--- src/rtl/multi_timer.sv ---
// multi_timer: NUM_CH independent tick counters sharing one programmable
// prescaler. Each channel counts prescaled ticks up to a latched terminal
// value N, in one-shot or auto-reload mode. On each expiry it produces a
// done pulse, sets a sticky expired flag and feeds a masked, registered irq.
module multi_timer #(
    parameter int NUM_CH = 4,
    parameter int CNT_W  = 32,
    parameter int PRE_W  = 16
) (
    input  logic                    clk,
    input  logic                    rst_n,
    input  logic [PRE_W-1:0]        prescale,
    input  logic [NUM_CH-1:0]       ch_enable,
    input  logic [NUM_CH-1:0]       ch_periodic,
    input  logic [NUM_CH*CNT_W-1:0] ch_load,
    input  logic [NUM_CH-1:0]       ch_start,
    input  logic [NUM_CH-1:0]       ch_stop,
    input  logic [NUM_CH-1:0]       ch_irq_en,
    input  logic [NUM_CH-1:0]       ch_clear,
    output logic [NUM_CH-1:0]       ch_busy,
    output logic [NUM_CH-1:0]       ch_done,
    output logic [NUM_CH-1:0]       ch_expired,
    output logic [NUM_CH*CNT_W-1:0] ch_count,
    output logic                    irq
);

    typedef enum logic {ST_IDLE = 1'b0, ST_RUN = 1'b1} ch_state_e;

    localparam logic [CNT_W-1:0] CNT_ONE = CNT_W'(1);
    localparam logic [PRE_W-1:0] PRE_ONE = PRE_W'(1);

    logic [PRE_W-1:0] pre_cnt_q;
    logic [PRE_W-1:0] pre_cnt_d;
    logic             any_busy;
    logic             tick;
    logic             irq_q;
    logic             irq_d;

    assign any_busy = |ch_busy;
    // ">=" rather than "==" so a prescale reduced below the running count
    // ticks immediately instead of wrapping through the full counter range.
    assign tick     = any_busy && (pre_cnt_q >= prescale);

    // Prescaler next state: parked at 0 while idle so a fresh start gets a full first period.
    always_comb begin
        pre_cnt_d = pre_cnt_q + PRE_ONE;
        if (!any_busy || tick) begin
            pre_cnt_d = '0;
        end
    end

    // Prescaler register.
    always_ff @(posedge clk or negedge rst_n) begin
        if (!rst_n) begin
            pre_cnt_q <= '0;
        end else begin
            pre_cnt_q <= pre_cnt_d;
        end
    end

    for (genvar gi = 0; gi < NUM_CH; gi++) begin : g_ch
        ch_state_e        state_q;
        ch_state_e        state_d;
        logic [CNT_W-1:0] cnt_q;
        logic [CNT_W-1:0] cnt_d;
        logic [CNT_W-1:0] n_q;
        logic [CNT_W-1:0] n_d;
        logic             periodic_q;
        logic             periodic_d;
        logic             done_q;
        logic             done_d;
        logic             expired_q;
        logic             expired_d;
        logic [CNT_W-1:0] load_i;

        assign load_i = ch_load[gi*CNT_W +: CNT_W];

        // Channel next state: abort beats start, start beats a tick, so a
        // restart that lands on the terminal tick never produces a done.
        always_comb begin
            state_d    = state_q;
            cnt_d      = cnt_q;
            n_d        = n_q;
            periodic_d = periodic_q;
            done_d     = 1'b0;
            if (ch_stop[gi] || !ch_enable[gi]) begin
                state_d = ST_IDLE;
                cnt_d   = '0;
            end else if (ch_start[gi] && (load_i != '0)) begin
                state_d    = ST_RUN;
                cnt_d      = '0;
                n_d        = load_i;
                periodic_d = ch_periodic[gi];
            end else if ((state_q == ST_RUN) && tick) begin
                if (cnt_q == (n_q - CNT_ONE)) begin
                    done_d = 1'b1;
                    cnt_d  = '0;
                    if (!periodic_q) begin
                        state_d = ST_IDLE;
                    end
                end else begin
                    cnt_d = cnt_q + CNT_ONE;
                end
            end
            // An expiry in the same cycle as a clear leaves the flag set.
            expired_d = done_d ? 1'b1 : (ch_clear[gi] ? 1'b0 : expired_q);
        end

        // Channel registers.
        always_ff @(posedge clk or negedge rst_n) begin
            if (!rst_n) begin
                state_q    <= ST_IDLE;
                cnt_q      <= '0;
                n_q        <= '0;
                periodic_q <= 1'b0;
                done_q     <= 1'b0;
                expired_q  <= 1'b0;
            end else begin
                state_q    <= state_d;
                cnt_q      <= cnt_d;
                n_q        <= n_d;
                periodic_q <= periodic_d;
                done_q     <= done_d;
                expired_q  <= expired_d;
            end
        end

        assign ch_busy[gi]                  = (state_q == ST_RUN);
        assign ch_done[gi]                  = done_q;
        assign ch_expired[gi]               = expired_q;
        assign ch_count[gi*CNT_W +: CNT_W]  = cnt_q;
    end

    assign irq_d = |(ch_expired & ch_irq_en);

    // Interrupt register: one cycle behind the expired flags it summarises.
    always_ff @(posedge clk or negedge rst_n) begin
        if (!rst_n) begin
            irq_q <= 1'b0;
        end else begin
            irq_q <= irq_d;
        end
    end

    assign irq = irq_q;

endmodule

--- config.mk ---
export PLATFORM = sky130hd
export DESIGN_NAME = multi_timer
export DESIGN_NICKNAME = d
export VERILOG_FILES = /design/src/rtl/multi_timer.sv
export SDC_FILE = /design/constraint.sdc
export NUM_CORES = 1
export LEC_CHECK = 0
export CAP_MARGIN = 5
export CORE_MARGIN = 4
export CORE_UTILIZATION = 43
export CTS_CLUSTER_SIZE = 14
export DETAILED_ROUTE_END_ITERATION = 8
export PLACE_DENSITY = 0.67
export SLEW_MARGIN = 20
export SYNTH_ARGS = -nofsm -noshare
export SYNTH_HDL_FRONTEND = slang
export SYNTH_SLANG_ARGS = --single-unit
export TNS_END_PERCENT = 100
--- constraint.sdc ---
create_clock -name clk -period 6.75 [get_ports clk]
set_input_delay 1.0125 -clock clk [delete_from_list [all_inputs] [get_ports clk]]
set_output_delay 1.0125 -clock clk [all_outputs]
set_load 0.01 [all_outputs]
==> impl_results.md, run 1 <==
* Post-Layout Inst Area at approximately 23000 µm²
* Detailed Place HPWL at 40900 µm
* R2R setup slack at 2030 ps
* Syn nets at 2138
* Resize count post-CTS at 0
* Post-Synth XOR/XNOR Area at 12.7%
* Power Dens Cells at approximately 220 nW/µm²
* CORE AREA at 41900 µm²
* Largest stage delay on the critical path at 710 ps
* I/O pin cnt at 311
* Die height at 214 µm
* Initial Utilization at 43.4%
* VDD IR-drop max at 0.196 mV
* RSZ-0062 raised after global routing: false
* Maxcap violations at 0
* Top cells by area, synth: dfrtp_1, mux2_2, xnor2_1
* Post-synth EDFFs at 0
* Outcome: complete, no violations
* Cells after synthesis at 1943
* Most frequent cell after synthesis: dfrtp_1
* Detail Route Antenna Nets at 0
* CTS root buf: clkbuf_16
* Required @ worst endpoint at around 7200 ps
* Postcts setup bufs at 0
* Clk buf depth at 3
* Net total in the final layout at 2395
* Final worst setup slack at 2030 ps
* Wire per inst at 19.7 µm
* Top cells by count, synth: dfrtp_1, nor2_1, xnor2_1
* Crit start category: flop
* Final period utilization at between 60% and 70%
* DRT Wirelength at 54400 µm
* Vias in the first global route at 15626
* CTS Hold Bufs at 0
* Family with the most delay on the worst path: simple AND/OR/NAND/NOR gates
* Critical path class: reg -> reg
* TNS Setup at 0 ps
* Placed instance area at 21600 µm²
* Via count at between 15000 and 20000
* CTS tree: built
* Buffers on Ports at just over 300
* CP max-delay cell: nor4b_2
* Full die area at 45700 µm²
* Syn avg cell area at 9.38 µm²
* Htree depth at 2
* Sink Count at 289
* Remaining DRCs at 0
* Fmax at 0.212 GHz
* Placement Setup Slack at 1770 ps
* Skew-Pair Late Insertion Delay at 540 ps
* Hold crit path type: in -> async
* Min cycle time layout at 4720 ps
* Crit. End Element: flop
* Main synth FF type: dfrtp_1
* Slew Limit Headroom at between 30% and 40%
* WP data arrival at 5140 ps
* Post-synthesis mux area share at 9.03%
* Fin. Hold Viols at 0
* Compound-cell area share of the yosys netlist at 8.27%
* Synth Area in Simple Gates at between 20% and 30%
* Largest net degree at the start of global routing at 149
* Slew Viols, Final at 0
* Library cells used by synthesis at 86
* Initial antenna violation count at 5
* YS warnings at 0
* Vias per std cell at 5.70
* Gr usage total at 23.3%
* Clock skew at roughly 8.0 ps
* Post-synthesis sequential area ratio at between 30% and 40%
* Clock-pin slew on the worst setup and hold paths at 60 ps
* Die W at between 200 and 250 µm
* Final setup viols at 0
* Share of the synthesized area in the top cell type at 39.7%
* Share of cells above drive strength 1 at 10.9%
* Slew @ Worst Pin at approximately 1000 ps
* Post-synth ARST share at 100%
* Adder and majority gate portion of the synthesized area at 1.72%
* # rows at 75
* Largest family of logic cells by synthesized area: simple AND/OR/NAND/NOR gates
* Iter 0 DRT Violations at 977
* Synthesis-to-finish area growth at 25.8%
* Mapped cell area at 18200 µm²
* CP Buf/Inv Count at 2
* Global-route wire length before repair at between 80000 and 90000 µm
* Largest area contributor in the netlist: dfrtp_1
* Num CTS Buffers at 35
* Leakage power at about 8.9 nW
* Gp weighted congestion at 0.877
* Grt total ovfl at 0
* Crit-path max FO at 17
* Cell Chain, Critical Path: inv_1, ha_1, or3b_2, nor4b_2, and3_1, nor4bb_1, nor3_1, nor4_1, nand4_1, o21ai_2, buf_4, nor2_1
* Seq cells post-synth at 289
* Pre-antenna DRT Iters at 8
cells in the final DEF (no fill, tap or decap), types with 25 or more instances in the layout:
cell and n:
nand4_1 61, nand3_1 73, and3_1 34, xnor2_1 140
nor4_1 77, nor2_1 216, or3_1 30, xor2_1 121
nand2_1 120, a21oi_1 35, inv_1 62, o21ai_0 36
mux2_2 139, ha_1 25, clkbuf_16 37, dfrtp_1 289
nor3_1 63, clkdlybuf4s50_1 309
worst paths after layout:
path | start | to | cells after the start
hold / removal | rst_n | g_ch[0].n_q[12] | 1
max in group asynchronous | rst_n | g_ch[3].cnt_q[13] | 2
min in group clk | g_ch[2].periodic_q | g_ch[2].periodic_q | 1
setup reg to reg | g_ch[3].n_q[0] | g_ch[3].cnt_q[12] | 12
hold reg to reg | g_ch[2].periodic_q | g_ch[2].periodic_q | 1
setup / recovery | g_ch[3].n_q[0] | g_ch[3].cnt_q[12] | 12
layer usage:
metal / routed length [µm] / track usage (%) / part of all wire (%) / vias up
met5: 41 / 0 / 0.075 / -
met4: 1470 / 6.95 / 2.7 / 6
met3: 3560 / 5.24 / 6.5 / 105
met2: 25500 / 38.3 / 47 / 469
met1: 23800 / 30.8 / 44 / 7679
li1: - / - / - / 7491
layout make-up:
cell class / instances / area [µm²]
diodes: 1 / 2.50
clock inverters: 13 / 221
fillers: 3737 / 19000
inverters: 62 / 233
clock buffers: 45 / 1020
multi-input cells: 1494 / 10300
repair buffers: 318 / 3200
flip-flops and latches: 289 / 7230
well taps: 539 / 674
metrics by stage:
step                      utilization (%)  cells  power [mW]  hold slack [ps]
final                                54.7   2761        5.06              410
after global routing                 54.7   2761        5.30              431
after CTS                            54.6   2759        5.11              403
after detailed placement             51.6   2701        3.04              498
after global placement               51.6   2701        3.00              496
after floorplan                         -   1943        2.70              476
registers in the layout (all words and copies together), names as in the netlist:
register	count
pre_cnt_q	16
g_ch.done_q	4
g_ch.periodic_q	4
irq	1
g_ch.expired_q	4
g_ch.state_q	4
g_ch.cnt_q	128
g_ch.n_q	128
report_power, final:
part / internal, mW / total [mW] / switching, mW
combinational: 0.463 / 0.883 / 0.420
sequential: 1.89 / 2.14 / 0.250
clock: 1.29 / 2.04 / 0.758
total: 3.64 / 5.06 / 1.43
logic make-up after synthesis:
logic type	after synthesis
flip-flops	289
adder cells (fa/ha/maj)	25
buffers and inverters	160
multiplexers	147
AND/OR/NAND/NOR	840
AO/OA/AOI/OAI	220
XOR/XNOR	262
Power figures use the tool's default switching activity.
==> run 2: changes to the inputs <==
--- a/config.mk
+++ b/config.mk
@@ -10,7 +10,7 @@
 export CORE_UTILIZATION = 43
 export CTS_CLUSTER_SIZE = 14
 export DETAILED_ROUTE_END_ITERATION = 8
-export PLACE_DENSITY = 0.67
+export PLACE_DENSITY = 0.7
 export SLEW_MARGIN = 20
 export SYNTH_ARGS = -nofsm -noshare
 export SYNTH_HDL_FRONTEND = slang
==> constraint.sdc (replaced) <==
create_clock -name clk -period 4.23 [get_ports clk]
set_input_delay 0.6345 -clock clk [delete_from_list [all_inputs] [get_ports clk]]
set_output_delay 0.6345 -clock clk [all_outputs]
set_load 0.01 [all_outputs]
==> impl_results.md, run 2 (same netlist as run 1, synthesis figures left out) <==
* Slew Viols, Final at 0
* WP data arrival at between 4000 and 5000 ps
* Hold crit path type: in -> async
* Detail Route Antenna Nets at 0
* DRT Wirelength at roughly 54000 µm
* Final setup viols at 0
* Largest stage delay on the critical path at 660 ps
* Leakage power at 9.07 nW
* Slew Limit Headroom at 32.4%
* Cell Chain, Critical Path: inv_1, ha_1, or4b_2, or4_4, nor4_1, nor3_1, or3_4, nor4_4, a21o_1, buf_12, nor3b_1, a211o_1
* Share of cells above drive strength 1 at 11.9%
* Global-route wire length before repair at 86300 µm
* Clock skew at roughly 23 ps
* CORE AREA at roughly 42000 µm²
* Synthesis-to-finish area growth at 27.0%
* Pre-antenna DRT Iters at 5
* Most common cell after layout, fill and taps aside: clkdlybuf4s50_1
* Initial Utilization at 43.4%
* Power Dens Cells at 349 nW/µm²
* Die W at 214 µm
* CTS tree: built
* TNS Setup at 0 ps
* Largest registers: g_ch.cnt_q: 128 flops, g_ch.n_q: 128 flops, pre_cnt_q: 16 flops
* Slew @ Worst Pin at 1010 ps
* # rows at 75
* Crit-path max FO at 38
* Htree depth at 2
* Num CTS Buffers at 35
* Gr usage total at 23.3%
* Postcts setup bufs at 0
* RSZ-0062 raised after global routing: false
* CTS root buf: clkbuf_16
* Die height at between 200 and 250 µm
* CTS Hold Bufs at 0
* Final Power at 8.08 mW
* Net total in the final layout at 2420
* Crit start category: flop
* Resize count post-CTS at 0
* Detailed Place HPWL at 41400 µm
* Largest net degree at the start of global routing at 107
* Full die area at 45700 µm²
* Fmax at approximately 0.25 GHz
* Final period utilization at 92.7%
* Iter 0 DRT Violations at 1106
* Grt total ovfl at 0
* Min cycle time layout at 3920 ps
* Sink Count at ~290
* Vias per std cell at 5.76
* CP max-delay cell: or4b_2
* Vias in the first global route at 15852
* Gp weighted congestion at ~0.97
* Commonest non-fill, non-tap cells in the layout: clkdlybuf4s50_1, dfrtp_1, nor2_1
* Wire per inst at 19.5 µm
* Clock-pin slew on the worst setup and hold paths at 60 ps
* Skew-Pair Late Insertion Delay at between 500 and 600 ps
* Required @ worst endpoint at 4660 ps
* Remaining DRCs at 0
* Fin. Hold Viols at 0
* Clk buf depth at 3
* Crit. End Element: flop
* Critical path class: reg -> reg
* Maxcap violations at 0
* Via count at 16070
* Outcome: complete, no violations
* Initial antenna violation count at 3
* Buffers on Ports at 310
* VDD IR-drop max at 0.235 mV
* I/O pin cnt at between 300 and 400
run 2: cell types whose count changed in the layout (fill, tap and decap cells not counted), moves of 2 or more:
cell       before  now
buf_12          1    4
buf_4           6   29
bufinv_16       6    4
inv_6           0    2
clkbuf_8        6   11
run 2: metrics by stage:
step	instance area (µm²)	instances	utilization [%]	hold WS, ps	setup WS, ps
floorplan	18200	1943	-	339	631
global placement	21900	2727	52.2	497	126
detailed placement	21900	2727	52.2	509	72.2
CTS	23100	2787	55.1	180	272
global route	23100	2788	55.2	220	88.7
finish	23100	2788	55.2	154	308
run 2: where the power goes:
part / leakage [nW] / total, mW / internal (mW) / switching [mW]
combinational: 4.70 / 1.43 / 0.750 / 0.679
clock: 0.621 / 3.24 / 2.02 / 1.22
sequential: 3.75 / 3.41 / 3.01 / 0.400
total: 9.07 / 8.08 / 5.78 / 2.29
run 2: final cells by class:
| type | instances | area (µm²) |
|---|---|---|
| antenna | 1 | 2.50 |
| sequential | 289 | 7230 |
| inverter | 62 | 233 |
| clock buffer | 49 | 1080 |
| tap | 539 | 674 |
| timing repair buffer | 343 | 3410 |
| fill | 3716 | 18800 |
| multi-input combinational | 1494 | 10300 |
| clock inverter | 11 | 163 |
run 2: critical path, delay by kind of cell, from the launching register on:
family | cells | cell delay [ps]
AOI/OAI and AO/OA | 2 | 490
adders and majority gates | 1 | 290
buffers and inverters | 2 | 290
DFF | 1 | 440
and+or+nand+nor | 7 | 2280
run 2: path summary, 6_finish.rpt:
check,cells after the start,slack (ps),from,endpoint
worst max register to register,12,310,g_ch[2].n_q[0],g_ch[2].cnt_q[21]
min in group clk,1,520,g_ch[3].periodic_q,g_ch[3].periodic_q
worst min-delay path,1,150,rst_n,g_ch[0].n_q[8]
max in group asynchronous,2,3090,rst_n,g_ch[3].n_q[6]
worst max-delay path,12,310,g_ch[2].n_q[0],g_ch[2].cnt_q[21]
worst min register to register,1,520,g_ch[3].periodic_q,g_ch[3].periodic_q
run 2: routing by layer:
metal  share of wire (%)  up-vias  GRT usage (%)
li1                    -     7546              -
met1                  43     7861           30.9
met2                  48      554           38.5
met3                 6.2      107           4.24
met4                 3.0        2           8.19
met5               0.024        -              0
==> run 3: changes to the inputs <==
--- a/config.mk
+++ b/config.mk
@@ -5,13 +5,13 @@
 export SDC_FILE = /design/constraint.sdc
 export NUM_CORES = 1
 export LEC_CHECK = 0
-export CAP_MARGIN = 5
 export CORE_MARGIN = 4
 export CORE_UTILIZATION = 43
 export CTS_CLUSTER_SIZE = 14
 export DETAILED_ROUTE_END_ITERATION = 8
 export PLACE_DENSITY = 0.7
-export SLEW_MARGIN = 20
+export SKIP_CTS_REPAIR_TIMING = 1
+export SLEW_MARGIN = 5
 export SYNTH_ARGS = -nofsm -noshare
 export SYNTH_HDL_FRONTEND = slang
 export SYNTH_SLANG_ARGS = --single-unit
==> results of run 3 <==
The final DEF is identical to that of run 2; final timing and power are the same.
